**src/rtl/battleship_pkg.sv**
```systemverilog
// Shared cell and game-state encodings for the battleship board engine.
package battleship_pkg;

    localparam int CELL_CODE_W = 2;

    typedef enum logic [CELL_CODE_W-1:0] {
        EMPTY = 2'd0,
        SHIP  = 2'd1,
        MISS  = 2'd2,
        HIT   = 2'd3
    } cell_t;

    typedef enum logic [1:0] {
        PLACE   = 2'd0,
        PLAY    = 2'd1,
        RESOLVE = 2'd2,
        OVER    = 2'd3
    } state_t;

endpackage

```
**src/rtl/battleship_board_ctrl_cursor.sv**
```systemverilog
// Wrap-around row/column cursor; opposing moves in one axis cancel each other.
module board_cursor #(
    parameter int ROWS = 5,
    parameter int COLS = 5
) (
    input  logic                      clk,
    input  logic                      rst,
    input  logic                      clear,
    input  logic                      en,
    input  logic                      mv_up,
    input  logic                      mv_down,
    input  logic                      mv_left,
    input  logic                      mv_right,
    output logic [$clog2(ROWS)-1:0]   row,
    output logic [$clog2(COLS)-1:0]   col
);

    localparam int ROW_W = $clog2(ROWS);
    localparam int COL_W = $clog2(COLS);
    localparam logic [ROW_W-1:0] ROW_LAST = ROW_W'(ROWS - 1);
    localparam logic [COL_W-1:0] COL_LAST = COL_W'(COLS - 1);

    always_ff @(posedge clk) begin
        if (rst || clear) begin
            row <= '0;
            col <= '0;
        end else if (en) begin
            if (mv_up && !mv_down) begin
                row <= (row == '0) ? ROW_LAST : row - 1'b1;
            end else if (mv_down && !mv_up) begin
                row <= (row == ROW_LAST) ? '0 : row + 1'b1;
            end

            if (mv_left && !mv_right) begin
                col <= (col == '0) ? COL_LAST : col - 1'b1;
            end else if (mv_right && !mv_left) begin
                col <= (col == COL_LAST) ? '0 : col + 1'b1;
            end
        end
    end

endmodule

```
**src/rtl/battleship_board_ctrl.sv**
```systemverilog
// Battleship board-state engine: placement, shot resolution, counters and game-over.
module battleship_board_ctrl #(
    parameter int ROWS      = 5,
    parameter int COLS      = 5,
    parameter int CELL_W    = 4,
    parameter int MAX_SHIPS = 8
) (
    input  logic                              clk,
    input  logic                              rst,
    input  logic                              mv_up,
    input  logic                              mv_down,
    input  logic                              mv_left,
    input  logic                              mv_right,
    input  logic                              act,
    input  logic                              start,
    input  logic                              restart,
    output logic [ROWS*COLS*CELL_W-1:0]       board,
    output logic [$clog2(ROWS)-1:0]           cur_row,
    output logic [$clog2(COLS)-1:0]           cur_col,
    output logic [1:0]                        game_state,
    output logic                              hit_pulse,
    output logic                              miss_pulse,
    output logic                              repeat_pulse,
    output logic [$clog2(MAX_SHIPS+1)-1:0]    ship_cnt,
    output logic [$clog2(MAX_SHIPS+1)-1:0]    hit_cnt,
    output logic [15:0]                       shot_cnt
);

    import battleship_pkg::*;

    localparam int NCELLS = ROWS * COLS;
    localparam int IDX_W  = $clog2(NCELLS);
    localparam int CNT_W  = $clog2(MAX_SHIPS + 1);
    localparam logic [CNT_W-1:0] CNT_MAX = CNT_W'(MAX_SHIPS);

    state_t             state_q;
    state_t             state_d;
    cell_t              cells [NCELLS];
    logic [IDX_W-1:0]   cur_idx;
    logic [IDX_W-1:0]   target_q;
    cell_t              cur_cell;
    cell_t              tgt_cell;
    logic [CNT_W-1:0]   hit_next;
    logic               place_set;
    logic               place_clr;
    logic               fire;
    logic               resolve;
    logic               clear;
    logic               move_en;

    board_cursor #(
        .ROWS (ROWS),
        .COLS (COLS)
    ) u_cursor (
        .clk      (clk),
        .rst      (rst),
        .clear    (clear),
        .en       (move_en),
        .mv_up    (mv_up),
        .mv_down  (mv_down),
        .mv_left  (mv_left),
        .mv_right (mv_right),
        .row      (cur_row),
        .col      (cur_col)
    );

    assign cur_idx  = IDX_W'(cur_row) * IDX_W'(COLS) + IDX_W'(cur_col);
    assign cur_cell = cells[cur_idx];
    assign tgt_cell = cells[target_q];
    assign hit_next = hit_cnt + CNT_W'(tgt_cell == SHIP);
    assign move_en  = (state_q == PLACE) || (state_q == PLAY);

    always_ff @(posedge clk) begin
        if (rst) begin
            state_q <= PLACE;
        end else begin
            state_q <= state_d;
        end
    end

    always_comb begin
        state_d   = state_q;
        place_set = 1'b0;
        place_clr = 1'b0;
        fire      = 1'b0;
        resolve   = 1'b0;
        clear     = 1'b0;
        case (state_q)
            PLACE: begin
                if (act) begin
                    if (cur_cell == SHIP) begin
                        place_clr = 1'b1;
                    end else if (cur_cell == EMPTY && ship_cnt != CNT_MAX) begin
                        place_set = 1'b1;
                    end
                end
                if (start && ship_cnt != '0) begin
                    state_d = PLAY;
                end
            end
            PLAY: begin
                if (act) begin
                    fire    = 1'b1;
                    state_d = RESOLVE;
                end
            end
            RESOLVE: begin
                resolve = 1'b1;
                state_d = (hit_next == ship_cnt) ? OVER : PLAY;
            end
            OVER: begin
                if (restart) begin
                    clear   = 1'b1;
                    state_d = PLACE;
                end
            end
            default: state_d = PLACE;
        endcase
    end

    // Cell storage, counters and one-cycle shot result pulses.
    always_ff @(posedge clk) begin
        if (rst || clear) begin
            for (int i = 0; i < NCELLS; i++) begin
                cells[i] <= EMPTY;
            end
            target_q     <= '0;
            ship_cnt     <= '0;
            hit_cnt      <= '0;
            shot_cnt     <= '0;
            hit_pulse    <= 1'b0;
            miss_pulse   <= 1'b0;
            repeat_pulse <= 1'b0;
        end else begin
            hit_pulse    <= 1'b0;
            miss_pulse   <= 1'b0;
            repeat_pulse <= 1'b0;

            if (place_set) begin
                cells[cur_idx] <= SHIP;
                ship_cnt       <= ship_cnt + 1'b1;
            end else if (place_clr) begin
                cells[cur_idx] <= EMPTY;
                ship_cnt       <= ship_cnt - 1'b1;
            end

            if (fire) begin
                target_q <= cur_idx;
            end

            if (resolve) begin
                case (tgt_cell)
                    SHIP: begin
                        cells[target_q] <= HIT;
                        hit_cnt         <= hit_next;
                        hit_pulse       <= 1'b1;
                        if (shot_cnt != 16'hFFFF) shot_cnt <= shot_cnt + 16'd1;
                    end
                    EMPTY: begin
                        cells[target_q] <= MISS;
                        miss_pulse      <= 1'b1;
                        if (shot_cnt != 16'hFFFF) shot_cnt <= shot_cnt + 16'd1;
                    end
                    default: repeat_pulse <= 1'b1;
                endcase
            end
        end
    end

    // Upper cell bits are tied low; renderer only decodes the 2-bit code.
    always_comb begin
        board = '0;
        for (int i = 0; i < NCELLS; i++) begin
            board[i*CELL_W +: CELL_CODE_W] = cells[i];
        end
    end

    assign game_state = state_q;

endmodule

```
**config.mk**
```make
export PLATFORM = sky130hd
export DESIGN_NAME = battleship_board_ctrl
export DESIGN_NICKNAME = d
export VERILOG_FILES = /design/src/rtl/battleship_pkg.sv /design/src/rtl/battleship_board_ctrl_cursor.sv /design/src/rtl/battleship_board_ctrl.sv
export SDC_FILE = /design/constraint.sdc
export NUM_CORES = 1
export LEC_CHECK = 0
export BUFFER_PORTS_ARGS = -buffer_cell sky130_fd_sc_hd__clkbuf_2
export CORE_UTILIZATION = 45
export DETAILED_ROUTE_END_ITERATION = 8
export PLACE_DENSITY_LB_ADDON = 0.3
export SYNTH_ARGS = -nofsm -noshare
export SYNTH_HDL_FRONTEND = slang
export SYNTH_SLANG_ARGS = --single-unit
```
**constraint.sdc**
```tcl
create_clock -name clk -period 11.1 [get_ports clk]
set_input_delay 1.665 -clock clk [delete_from_list [all_inputs] [get_ports clk]]
set_output_delay 1.665 -clock clk [all_outputs]
set_load 0.03 [all_outputs]
```
After elaboration in Yosys (flattened, before gate mapping)
Memory sizes are Yosys's and may differ from the RTL's. A register that Yosys moved wholly into a read port is not among the register bits.
Cells that the tools add are included.
- memories: 1
- word-level logic and storage cells: 122
- bits of input ports: 9
- memory bits (writable): 50
- bits in registers: 40
- memories (name ; words ; width ; read ports ; clocked after Yosys merged registers in ; wr ports ; line ; text):
    cells ; 25 ; 2 ; 27 ; 1 ; 25 ; battleship_board_ctrl.sv:38 ; cell_t cells [NCELLS];
- mux-type cells: 55
- bitwise gates (word level): 3
- reductions and logical operators: 30
- equality and inequality tests: 13
- $mul: 1
- $add $sub $neg: 9
- operator list (kind ; number):
    two-way mux 1 bit ; 32
    two-way mux 3 bit ; 8
    two-way mux 5 bit ; 4
    adder 16 x 1 -> 16 bit, second input constant ; 1
    two-way mux 2 bit ; 8
    != test 16 bit, second input constant ; 1
    two-way mux 4 bit ; 2
    case mux 2 bit (4 select lines) ; 1
    OR reduction 2 bit ; 4
    adder 3 x 1 -> 3 bit, second input constant ; 2
    equality test 2 x 1 -> 1 bit, second input constant ; 3
    equality test 3 bit, second input constant ; 2
    logical AND 1 bit ; 6
    logical NOT 2 bit ; 3
    logical NOT 3 bit ; 2
    AND reduction 2 bit ; 3
    AND reduction 3 bit ; 2
    nonzero test 2 bit ; 3
    subtractor 3 x 1 -> 3 bit, second input constant ; 2
    adder 5 x 3 -> 5 bit ; 1
    multiplier 3 x 3 -> 5 bit, second input constant ; 1
    adder 4 x 1 -> 4 bit ; 1
    adder 4 x 1 -> 4 bit, second input constant ; 1
    equality test 2 bit, second input constant ; 2
    10 further kinds ; 16

Depth between registers and ports, before layout
Gate-level depths: netlist of run 1.
An unclocked memory read counts as a cell.
- depth in word-level cells: 16
- mapped depth: 17
- gate-level depth less buffers: 16

Hierarchy
From an unflattened synthesis of run 1, not the netlist that was laid out.
- cell total of the unflattened synthesis: 677
- area total of the unflattened synthesis: 7001.7 um^2
- by module, submodules not included (module ; sequential area each (um^2) ; area each (um^2) ; cells an instance ; times used):
    battleship_board_ctrl ; 2702.6 ; 6538.8 ; 620 ; 1
    board_cursor ; 120.1 ; 462.9 ; 57 ; 1

Least setup slack after synthesis of run 1
No wires, ideal clock.
- path kind: reg2reg
- start point: register u_cursor.row[2]
- end point: register ship_cnt[3]
- cell stages (with the launch flop): 17
- buffers on the path: 1
- arrival time: 4.324 ns
- setup slack: 6.705 ns
- period minus slack after synthesis: 4.395 ns
- library setup time: 0.070 ns
- path through: dfxtp_1 ha_1 ha_1 fa_1 buf_1 mux4_2 nand3_1 and3_1 a32oi_4 inv_1 nand3_1 ha_1 a21o_1 a21oi_1 xnor2_1 or3_1 a21oi_1
- longest elaborated chain between the ends: 10
- elaborated cells on any way between the ends: 15
- RTL lines (element ; line ; text):
    from (decl) ; battleship_board_ctrl_cursor.sv:14 ; output logic [$clog2(ROWS)-1:0] row,
    from (signal assigned) ; battleship_board_ctrl_cursor.sv:29 ; row <= (row == '0) ? ROW_LAST : row - 1'b1;
    from (signal assigned) ; battleship_board_ctrl_cursor.sv:31 ; row <= (row == ROW_LAST) ? '0 : row + 1'b1;
    multiplier 3 x 3 -> 5 bit * ; battleship_board_ctrl.sv:67 ; assign cur_idx = IDX_W'(cur_row) * IDX_W'(COLS) + IDX_W'(cur_col);
    adder 5 x 3 -> 5 bit * ; battleship_board_ctrl.sv:67 ;
    net cur_idx[2] ; battleship_board_ctrl.sv:39 ; logic [IDX_W-1:0] cur_idx;
    memory read (25 x 2 bit) * ; -- ;
    logical NOT 2 bit ; battleship_board_ctrl.sv:93 ; end else if (cur_cell == EMPTY && ship_cnt != CNT_MAX) begin
    logical AND 1 bit ; battleship_board_ctrl.sv:93 ;
    two-way mux 1 bit ; battleship_board_ctrl.sv:93 ;
    two-way mux 1 bit ; battleship_board_ctrl.sv:91 ; if (cur_cell == SHIP) begin
    two-way mux 1 bit ; battleship_board_ctrl.sv:90 ; if (act) begin
    two-way mux 1 bit ; battleship_board_ctrl.sv:88 ; case (state_q)
    two-way mux 4 bit / nonzero test 2 bit (equally long branches) ; -- ;
    to (signal assigned) ; battleship_board_ctrl.sv:141 ; ship_cnt <= ship_cnt + 1'b1;
    to (signal assigned) ; battleship_board_ctrl.sv:144 ; ship_cnt <= ship_cnt - 1'b1;
    to (decl) ; battleship_board_ctrl.sv:24 ; output logic [$clog2(MAX_SHIPS+1)-1:0] ship_cnt,
Mark *: on every way through the listed nets, which the timed path passes. The rest lies on a longest branch.
A chain may end at the register's enable or synchronous reset.

==> results of run 1 <==
-- routing by layer --
| metal | vias to the layer above | share of wire |
|---|---|---|
| met4 | 0 | 0.029 |
| met2 | 259 | 0.48 |
| met3 | 49 | 0.075 |
| met1 | 2816 | 0.42 |
| li1 | 2552 | - |
| met5 | - | 0 |
-- final timing paths --
path	start	to	slack (ns)	depth (start not counted)
max	u_cursor.row[2]	cells[23][0]	6.36	10
min	shot_cnt[10]	shot_cnt[10]	0.48	2
max reg2reg	u_cursor.row[2]	cells[23][0]	6.36	10
min reg2reg	shot_cnt[10]	shot_cnt[10]	0.48	2
-- where the power goes --
group	switching, mW	internal (mW)	leakage, nW
logic	0.411	0.199	1.64
clock network	0.156	0.176	0.151
registers	0.0440	0.459	1.03
total	0.610	0.834	2.82
-- final cells by class --
type / instances / area [µm²]
Clock buffer: 12 / 268
Clock inverter: 4 / 37.5
Fill cell: 1393 / 7560
Inverter: 16 / 60.1
Multi-Input combinational cell: 484 / 3790
Sequential cell: 109 / 2820
Tap cell: 211 / 264
Timing Repair Buffer: 99 / 510
-- worst max-delay path, delay by kind of cell (launching register included) --
family | cells | cell delay [ns]
muxes | 1 | 0.39
and+or+nand+nor | 4 | 1.12
adders and majority gates | 3 | 1.52
AOI/OAI and AO/OA | 2 | 0.94
DFF | 1 | 0.49
-- stage by stage --
stage	setup slack, ns	hold WS, ns	cells	power (mW)	area, µm²
6_report	6.36	0.485	935	1.44	7760
3_5_place_dp	6.36	0.484	919	1.11	7450
3_3_place_gp	6.56	0.467	919	1.10	7450
5_1_grt	6.13	0.521	935	1.51	7760
4_1_cts	6.38	0.494	935	1.44	7760
2_1_floorplan	6.71	0.518	704	0.993	7280
-- logic make-up after synthesis --
group | count (synthesis)
compound gates | 115
simple gates | 220
flops | 109
buf+inv | 111
fa+ha+maj | 25
mux | 62
other cells | 1
xor+xnor | 12
-- cell usage in the layout (no fill, tap or decap), drive strengths merged, types with 2 or more instances in the layout --
cell    Yosys  layout
buf        74       6
xor2        4       4
clkbuf     21     105
nor3       40      40
or3         6       6
nor4       35      35
nand4       7       7
or2         3       3
and2        4       4
nor2       37      37
or4         7       7
o31a        3       3
o21ai       6       6
o31ai      34      34
mux2        3       3
nor2b       5       5
and4        4       4
a31oi       9       9
a211oi      3       3
nand2      33      33
nand2b      7       7
inv        16      19
fa          2       2
a31o        2       2
nand3      23      23
a21oi      34      34
ha         23      23
conb        1      50
a32oi       4       4
and3        5       5
xnor2       8       8
dfxtp      45      45
o41ai       3       3
a22oi       5       5
edfxtp     64      64
mux2i      33      33
mux4       26      26
-- flip-flops by register name, summed over array words and instances (netlist names), named ones only --
signal / count
u_cursor.row: 3
cells: 64
hit_pulse: 1
repeat_pulse: 1
target_q: 5
ship_cnt: 4
hit_cnt: 4
miss_pulse: 1
game_state: 2
u_cursor.col: 3
shot_cnt: 16
==> run_results.csv, run 1 <==
group,metric,value,unit
clocking,cts_resized,0,
synth,synth-main-ff-cell,"edfxtp_1",
synth,ys_ff_latch,109,
setup_path,setup.worst_path.class,"reg2reg",
synth,synth_top_area_share,0.271,
synth,synth_xor_xnor_area_share,0.0159,
layout,area_delta_synth_final,9.35,%
clocking,clk_latency,0.36,ns
synth,synth_edf_count,64,
synth,yosys.area.top_type,"edfxtp_1",
clocking,cts_tree,"done",
clocking,htreeDepth,3,
clocking,cts_max_path_buffers,2,
floorplanning,initial_utilization,0.463,
detailed_routing,dr.pass1.iters,7,
grt,grt.busiest_layer,"met2",
grt,grt-ovfl-total,0,
synth,seq_area_frac_synth,0.398,
setup_path,crit_required,11.16,ns
sta,rsz0062_at_grt,"false",
detailed_routing,avgViaCountPerCell,6.07,
power_and_ir_drop,p_leak,2.82,nW
detailed_routing,num_vias,5676,
grt,grt_usage,0.232,
flow_run,maxCapViolCount,0,
synth,synthAdderAreaFrac,0.0462,
sta,period_share,0.427,
synth,synth_most_common_cell,"edfxtp_1",
floorplanning,io_pins,144,
min_path,worstHoldPathType,"reg2reg",
synth,synth_compound_area_frac,0.131,
clocking,cts_buffers,9,
synth,synth.mux.area_fraction,0.136,
placed_design,hpwl,13100,µm
setup_path,crit_fanout,26,
detailed_routing,wirelength,18500,µm
synth,synth_top_family_by_area,"simple AND/OR/NAND/NOR gates",
layout,layout.nets,753,
sta,slew_headroom,0.305,
sta,setup_violations,0,
floorplanning,die_area,0.0163,mm²
grt,use_met2,0.380,
sta,max_freq,0.211,GHz
sta,final_max_slew_viol_count,0,
sta,layout_min_cycle_time,4.74,ns
detailed_routing,ant_nets,0,
grt,use_met3,0.0511,
clocking,post_cts_buffers,0,
synth,synth-simple-area-share,0.176,
detailed_routing,drt_drc_violations_left,0,
clocking,clkSinkCount,109,
grt,antenna_found_initial,0,
synth,avgSynthCellArea,10.8,µm²
synth,syn_inst,655,
synth,yosysWarnings,0,
placed_design,gp_congestion,1.00,
power_and_ir_drop,powerDensity,186,mW/mm²
grt,met1_usage,0.298,
sta,worst_clock_skew,0.00823,ns
floorplanning,die_h,128,µm
setup_path,crit_chain,"ha_1, ha_1, fa_1, mux4_2, and3_1, nor4_2, a32oi_4, or3_4, a21oi_4, nor4_1",
floorplanning,die_w,128,µm
sta,tightestPinTransition,1.04,ns
synth,async_flop_share,0,
sta,setup_tns,0,ns
floorplanning,core-area,0.0153,mm²
synth,netlist_area,0.00709,mm²
setup_path,critPathArrivalTime,4.81,ns
grt,grt_pass1_wl,28800,µm
clocking,path_clk_slew,0.07,ns
floorplanning,fp-row-count,45,
detailed_routing,drtIter0Drc,451,
setup_path,start_kind,"flip-flop",
setup_path,max_stage_delay,0.91,ns
synth,yosysUniqueCellTypes,74,
clocking,ctsRootBufferMaster,"clkbuf_16",
clocking,cts.hold.buffers_added,0,
grt,grt_max_degree,42,
layout,final_util,0.506,
layout,insertedDiodeCount,0,
setup_path,cp_slowest_cell,"fa_1",
synth,ys_top_cells_by_area,"edfxtp_1 (27%), dfxtp_1 (13%), mux4_2 (8.3%), buf_4 (5.8%), mux2i_1 (4.4%)",
placed_design,port_buffers,93,
sta,final_hold_viol_count,0,
detailed_routing,detail_route.wl_per_cell,19.7,µm
layout,drive_above_1_share,0.249,
grt,grt_pass1_vias,5330,
setup_path,cpMostUsedCell,"ha_1",
synth,yosys-top-cells-count,"edfxtp_1 (64), buf_4 (55), dfxtp_1 (45), nor3_1 (40), nor2_1 (37)",
run_status,status,"complete, no violations",
power_and_ir_drop,irDropWorstVdd,0.0799,mV
setup_path,endpoint_kind,"flip-flop",
No activity file was read; power rests on OpenSTA's default activity.
==> inputs of run 2 (changes only) <==
--- a/config.mk
+++ b/config.mk
@@ -5,6 +5,7 @@
 export SDC_FILE = /design/constraint.sdc
 export NUM_CORES = 1
 export LEC_CHECK = 0
+export ABC_AREA = 1
 export BUFFER_PORTS_ARGS = -buffer_cell sky130_fd_sc_hd__clkbuf_2
 export CORE_UTILIZATION = 45
 export DETAILED_ROUTE_END_ITERATION = 8
==> constraint.sdc (replaced) <==
create_clock -name clk -period 3.8 [get_ports clk]
set_input_delay 0.57 -clock clk [delete_from_list [all_inputs] [get_ports clk]]
set_output_delay 0.57 -clock clk [all_outputs]
set_load 0.03 [all_outputs]
==> run 2 against run 1 <==
Net effect:
- design area is 1.4% higher
- non-clock buffer count increased by 20
- combinational power increased to 5.4 times the previous value
- cell count up 29%
- sequential share of layout area shrank 0.45 points
- critical path type unchanged
- largest cell class unchanged
- largest power group unchanged
==> run_results.csv, run 2 <==
group,metric,value,unit
synth,async_flop_share,0,
synth,avgSynthCellArea,7.56,µm²
clocking,ctsRootBufferMaster,"clkbuf_16",
detailed_routing,detail_route.wl_per_cell,15.9,µm
placed_design,port_buffers,93,
synth,synth_top_area_share,0.274,
setup_path,crit_fanout,11,
grt,grt_usage,0.245,
synth,netlist_area,0.00701,mm²
detailed_routing,avgViaCountPerCell,5.33,
detailed_routing,num_vias,6449,
clocking,clkSinkCount,109,
grt,grt_pass1_vias,5774,
layout,largest_reg_flops,64,
power_and_ir_drop,powerDensity,735,mW/mm²
setup_path,crit-reg2reg-capture,"cells[16][1]",
floorplanning,die_area,0.0161,mm²
sta,period_share,0.958,
layout,fillCellCount,1501,
sta,final_hold_viol_count,0,
placed_design,hpwl,14200,µm
layout,insertedDiodeCount,0,
detailed_routing,drtIter0Drc,604,
min_path,worstHoldPathType,"in2reg",
grt,grt_max_degree,40,
synth,yosysWarnings,0,
power_and_ir_drop,clkPwrFrac,0.160,
layout,final_cell_mix,"nand2_1 (207), nand3_1 (94), inv_1 (94)",
sta,rsz0062_at_grt,"true",
detailed_routing,ant_nets,0,
layout,top_register,"cells",
clocking,cts.hold.buffers_added,0,
layout,final_common_cell,"nand2_1",
layout,multi_input_area,0.00346,mm²
setup_path,crit_required,3.83,ns
synth,yosysUniqueCellTypes,40,
detailed_routing,drt_drc_violations_left,0,
floorplanning,die_w,127,µm
floorplanning,die_h,127,µm
clocking,cts_max_path_buffers,2,
sta,setup_violations,0,
clocking,cts_buffers,9,
layout,drive_above_1_share,0.169,
sta,layout_min_cycle_time,3.64,ns
setup_path,crit_chain,"ha_1, ha_1, fa_2, buf_6, nand3_1, nand3_1, nand2_1, nand2_1, nand2_1, nor2_1, nand3_1, nand3_2, nand3_1, o21ai_0",
setup_path,r2r_cells,14,
setup_path,start_kind,"flip-flop",
clocking,cts_resized,0,
power_and_ir_drop,swShare,0.503,
power_and_ir_drop,p_seq_frac,0.273,
sta,final_max_slew_viol_count,0,
floorplanning,fp-row-count,45,
synth,synth-main-ff-cell,"edfxtp_1",
detailed_routing,wirelength,19300,µm
sta,whs,0.386,ns
layout,layout.nets,1051,
synth,syn_inst,927,
synth,yosys.area.top_type,"edfxtp_1",
clocking,htreeDepth,3,
setup_path,reg2reg_slack,0.16,ns
setup_path,reg2reg_from,"u_cursor.row[0]",
setup_path,critPathArrivalTime,3.67,ns
synth,ys_ff_latch,109,
layout,area_delta_synth_final,12.1,%
detailed_routing,dr.pass1.iters,6,
synth,seq_area_frac_synth,0.403,
power_and_ir_drop,irDropWorstVdd,0.325,mV
sta,max_freq,0.275,GHz
grt,grt-ovfl-total,0,
grt,antenna_found_initial,0,
layout,final_util,0.517,
clocking,clk_latency,0.37,ns
clocking,cts_tree,"done",
sta,setup_tns,0,ns
synth,yosys-top-cells-count,"nand2_1 (207), inv_1 (94), nand3_1 (94), nor2_1 (91), edfxtp_1 (64)",
power_and_ir_drop,p_comb_frac,0.566,
floorplanning,initial_utilization,0.461,
power_and_ir_drop,p_leak,3.50,nW
layout,final-seq-area,0.00283,mm²
placed_design,gp_congestion,1.01,
power_and_ir_drop,switchingPower,2.91,mW
sta,worst_clock_skew,0.0110,ns
setup_path,endpoint_kind,"flip-flop",
synth,ys_top_cells_by_area,"edfxtp_1 (27%), dfxtp_1 (13%), nand2_1 (11%), nand3_1 (6.7%), buf_4 (5.8%)",
synth,synth_most_common_cell,"nand2_1",
floorplanning,core-area,0.0152,mm²
power_and_ir_drop,power,5.78,mW
grt,grt_pass1_wl,30200,µm
run_status,status,"complete, no violations",
layout,reg_top3,"cells (64), shot_cnt (16), target_q (5)",
power_and_ir_drop,p_int,2.87,mW
setup_path,cp-endpoint,"cells[16][1]",
clocking,post_cts_buffers,0,
setup_path,max_stage_delay,0.61,ns
setup_path,cpMostUsedCell,"nand3_1",
clocking,path_clk_slew,0.07,ns
setup_path,setup.worst_path.class,"reg2reg",
sta,slew_headroom,0.490,
flow_run,maxCapViolCount,0,
setup_path,cp_slowest_cell,"fa_2",
floorplanning,io_pins,144,
synth,synth_edf_count,64,
sta,tightestPinTransition,0.765,ns
setup_path,cp-startpoint,"u_cursor.row[0]",
## run 2: changes by cell type after synthesis, sizes merged, moves of 33 or more
cell   delta
nand3    +80
inv      +81
mux2i    -33
o31ai    -34
nor4     -34
o21ai    +59
nand2   +179
nor2     +58
## run 2: worst max-delay path, delay by kind of cell, from the launching register on
kind	cells	cell delay [ns]
adders and majority gates	3	1.22
and+or+nand+nor	9	1.20
DFF	1	0.31
buffers and inverters	1	0.16
AOI/OAI and AO/OA	1	0.41
## run 2: power groups by stage
stage                     sequential [mW]  combinational, mW  clock, mW
after floorplan                      1.80               2.05          0
after global placement               1.60               3.09          0
after detailed placement             1.60               3.12          0
after CTS                            1.58               3.14      0.947
after global routing                 1.60               3.56      0.996
final                                1.58               3.27      0.926
## run 2: cells by family (layout without fill, tap and decap cells)
logic type | count (synthesis) | in the layout | synth area share
flip-flops | 109 | 109 | 0.403
buffers and inverters | 188 | 234 | 0.135
other | 1 | 50 | 0.000535
adder cells (fa/ha/maj) | 25 | 25 | 0.0468
AND/OR/NAND/NOR | 454 | 454 | 0.282
XOR/XNOR | 16 | 16 | 0.0200
AO/OA/AOI/OAI | 134 | 134 | 0.113
## run 2: worst min-delay path by stage
| stage | start | to | slack [ns] | cells past startpoint |
|---|---|---|---|---|
| 2_1_floorplan | target_q[1] | flip-flop | 0.53 | 2 |
| 3_3_place_gp | shot_cnt[3] | shot_cnt[3] | 0.49 | 1 |
| 3_5_place_dp | shot_cnt[13] | shot_cnt[13] | 0.49 | 2 |
| 4_1_cts | rst | game_state[1] | 0.37 | 2 |
| 5_1_grt | rst | game_state[1] | 0.38 | 2 |
| 6_report | rst | game_state[1] | 0.39 | 2 |
## run 2: per-stage QoR
| step | std cells | area (µm²) | setup WS, ns |
|---|---|---|---|
| floorplan | 976 | 7200 | 0.0150 |
| global placement | 1193 | 7530 | 0.213 |
| detailed placement | 1193 | 7530 | 0.114 |
| CTS | 1209 | 7810 | 0.102 |
| global route | 1210 | 7860 | -0.0794 |
| finish | 1210 | 7860 | 0.160 |
## run 2: per-layer routing
layer,routed length [µm],GRT usage,vias up,share of wire
met5,0,0,-,0
met4,329,0.0791,0,0.017
met3,1650,0.0569,31,0.085
met2,9150,0.397,310,0.47
met1,8150,0.323,2952,0.42
li1,-,-,3156,-
## run 2: final cells by class
class,count,area share
multi-input combinational,679,0.440
clock inverter,5,0.00398
sequential,109,0.359
inverter,98,0.0473
timing repair inverter,1,0.000637
timing repair buffer,119,0.0861
tap,188,0.0299
clock buffer,11,0.0323
==> inputs of run 3 (changes only) <==
--- a/config.mk
+++ b/config.mk
@@ -9,7 +9,8 @@
 export BUFFER_PORTS_ARGS = -buffer_cell sky130_fd_sc_hd__clkbuf_2
 export CORE_UTILIZATION = 45
 export DETAILED_ROUTE_END_ITERATION = 8
-export PLACE_DENSITY_LB_ADDON = 0.3
+export PLACE_DENSITY_LB_ADDON = 0.12
+export REMOVE_ABC_BUFFERS = 1
 export SYNTH_ARGS = -nofsm -noshare
 export SYNTH_HDL_FRONTEND = slang
 export SYNTH_SLANG_ARGS = --single-unit
==> run 3 against run 2 <==
Net effect:
- routed wire length up 0.34%
- register-to-register slack improved by 0.08 ns
- hold slack better by 0.028 ns
- via count decreased by 0.59%
- sequential share of layout area decreased by 0.38 points
- worst setup slack improved by 0.077 ns
- critical endpoint is now cells[27][1]
- largest cell class unchanged
==> run_results.csv, run 3 (synthesis gave the netlist of run 2 again) <==
group,metric,value,unit
power_and_ir_drop,p_int,3.05,mW
layout,insertedDiodeCount,0,
sta,max_freq,0.281,GHz
floorplanning,initial_utilization,0.461,
grt,grt_pass1_wl,31000,µm
detailed_routing,num_vias,6411,
clocking,cts_buffers,9,
detailed_routing,ant_nets,0,
placed_design,hpwl,14400,µm
grt,grt_max_degree,38,
detailed_routing,avgViaCountPerCell,5.29,
floorplanning,die_area,0.0161,mm²
clocking,htreeDepth,3,
detailed_routing,drt_drc_violations_left,0,
power_and_ir_drop,p_comb_frac,0.549,
setup_path,critPathArrivalTime,3.60,ns
layout,top_register,"cells",
setup_path,crit_fanout,9,
grt,grt-ovfl-total,0,
power_and_ir_drop,powerDensity,748,mW/mm²
grt,antenna_found_initial,0,
setup_path,crit_required,3.84,ns
sta,layout_min_cycle_time,3.56,ns
setup_path,max_stage_delay,0.64,ns
sta,final_max_slew_viol_count,0,
sta,final_hold_viol_count,0,
power_and_ir_drop,p_leak,3.54,nW
setup_path,cpMostUsedCell,"nand3_1",
floorplanning,core-area,0.0152,mm²
power_and_ir_drop,clkPwrFrac,0.184,
min_path,min_from,"rst",
clocking,clk_latency,0.36,ns
grt,grt_pass1_vias,5863,
placed_design,place_inst,1197,
clocking,path_clk_slew,0.07,ns
power_and_ir_drop,switchingPower,2.88,mW
layout,design_area,0.00794,mm²
floorplanning,io_pins,144,
sta,slew_headroom,0.527,
sta,tightestPinTransition,0.708,ns
layout,area_delta_synth_final,13.2,%
power_and_ir_drop,power,5.94,mW
setup_path,cp_slowest_cell,"fa_2",
layout,drive_above_1_share,0.169,
detailed_routing,drtIter0Drc,538,
flow_run,maxCapViolCount,0,
setup_path,reg2reg_from,"u_cursor.row[0]",
setup_path,setup.worst_path.class,"reg2reg",
detailed_routing,wirelength,19300,µm
layout,final_cell_mix,"nand2_1 (207), nand3_1 (94), inv_1 (94)",
clocking,cts.hold.buffers_added,0,
clocking,cts_resized,0,
placed_design,place_ws,0.121,ns
clocking,cts_tree,"done",
clocking,post_cts_buffers,0,
setup_path,endpoint_kind,"flip-flop",
min_path,worstHoldPathType,"in2reg",
layout,reg_top3,"cells (64), shot_cnt (16), target_q (5)",
sta,period_share,0.938,
clocking,ctsRootBufferMaster,"clkbuf_16",
detailed_routing,dr.pass1.iters,6,
power_and_ir_drop,p_seq_frac,0.266,
power_and_ir_drop,swShare,0.486,
placed_design,dpl_cell_area,0.00755,mm²
run_status,status,"complete, no violations",
layout,layout.nets,1054,
layout,final_common_cell,"nand2_1",
grt,grt_usage,0.248,
power_and_ir_drop,irDropWorstVdd,0.319,mV
detailed_routing,detail_route.wl_per_cell,15.9,µm
layout,largest_reg_flops,64,
placed_design,gp_congestion,0.897,
layout,fillCellCount,1541,
clocking,clkSinkCount,109,
setup_path,crit_chain,"ha_1, ha_1, fa_2, clkinvlp_4, nand3_1, nand3_1, nand2_1, nand2_1, nand2_1, nand3_1, nand3_2, buf_4, nand3_1, nor2_1",
floorplanning,die_h,127,µm
sta,worst_clock_skew,0.0102,ns
setup_path,cp-startpoint,"u_cursor.row[0]",
sta,setup_ws,0.237,ns
clocking,cts_max_path_buffers,2,
floorplanning,fp-row-count,45,
sta,setup_violations,0,
placed_design,port_buffers,93,
setup_path,start_kind,"flip-flop",
layout,layout.cells.non_filler,1213,
floorplanning,die_w,127,µm
sta,whs,0.415,ns
sta,rsz0062_at_grt,"true",
run 3: cell types whose count changed in the layout (fill, tap and decap cells not counted), sizes merged:
cell	delta
buf	+4
bufinv	+3
inv	-2
clkinv	-1
clkinvlp	-1
run 3: power groups by stage:
stage | logic, mW | registers, mW | clock network (mW)
after floorplan | 1.88 | 1.82 | 0
after global placement | 3.13 | 1.60 | 0
after detailed placement | 3.15 | 1.60 | 0
after CTS | 3.17 | 1.58 | 1.10
after global routing | 3.57 | 1.60 | 1.15
final | 3.26 | 1.58 | 1.09
run 3: cell type report:
cell class,instances,area [µm²],share of cell area
clock inverters,5,98.8,0.0125
flip-flops and latches,109,2820,0.356
clock buffers,11,243,0.0306
well taps,188,235,0.0296
repair buffers,123,703,0.0886
inverters,98,372,0.0468
multi-input cells,679,3460,0.436
run 3: worst max-delay path, delay by kind of cell, from the launching register on:
family | cells | cell delay [ns]
AND/OR/NAND/NOR | 9 | 1.34
adder cells (fa/ha/maj) | 3 | 1.25
buffers and inverters | 2 | 0.35
flip-flops | 1 | 0.31
run 3: path summary, 6_finish.rpt:
check / end / depth (start not counted) / slack, ns
worst max-delay path: cells[27][1] / 14 / 0.24
worst min-delay path: game_state[1] / 2 / 0.41
worst max register to register: cells[27][1] / 14 / 0.24
worst min register to register: shot_cnt[3] / 1 / 0.49
run 3: layer usage:
metal / vias up / routed length [µm] / GRT usage
li1: 3158 / - / -
met1: 2977 / 8720 / 0.345
met2: 242 / 8850 / 0.396
met3: 34 / 1330 / 0.0354
met4: 0 / 433 / 0.0833
met5: - / 0 / 0
run 3: metrics by stage:
| stage | utilization | setup TNS [ns] |
|---|---|---|
| after floorplan | - | -1.70 |
| final | 0.522 | 0 |
| after global placement | 0.497 | 0 |
| after CTS | 0.519 | 0 |
| after global routing | 0.522 | -0.0225 |
| after detailed placement | 0.497 | 0 |
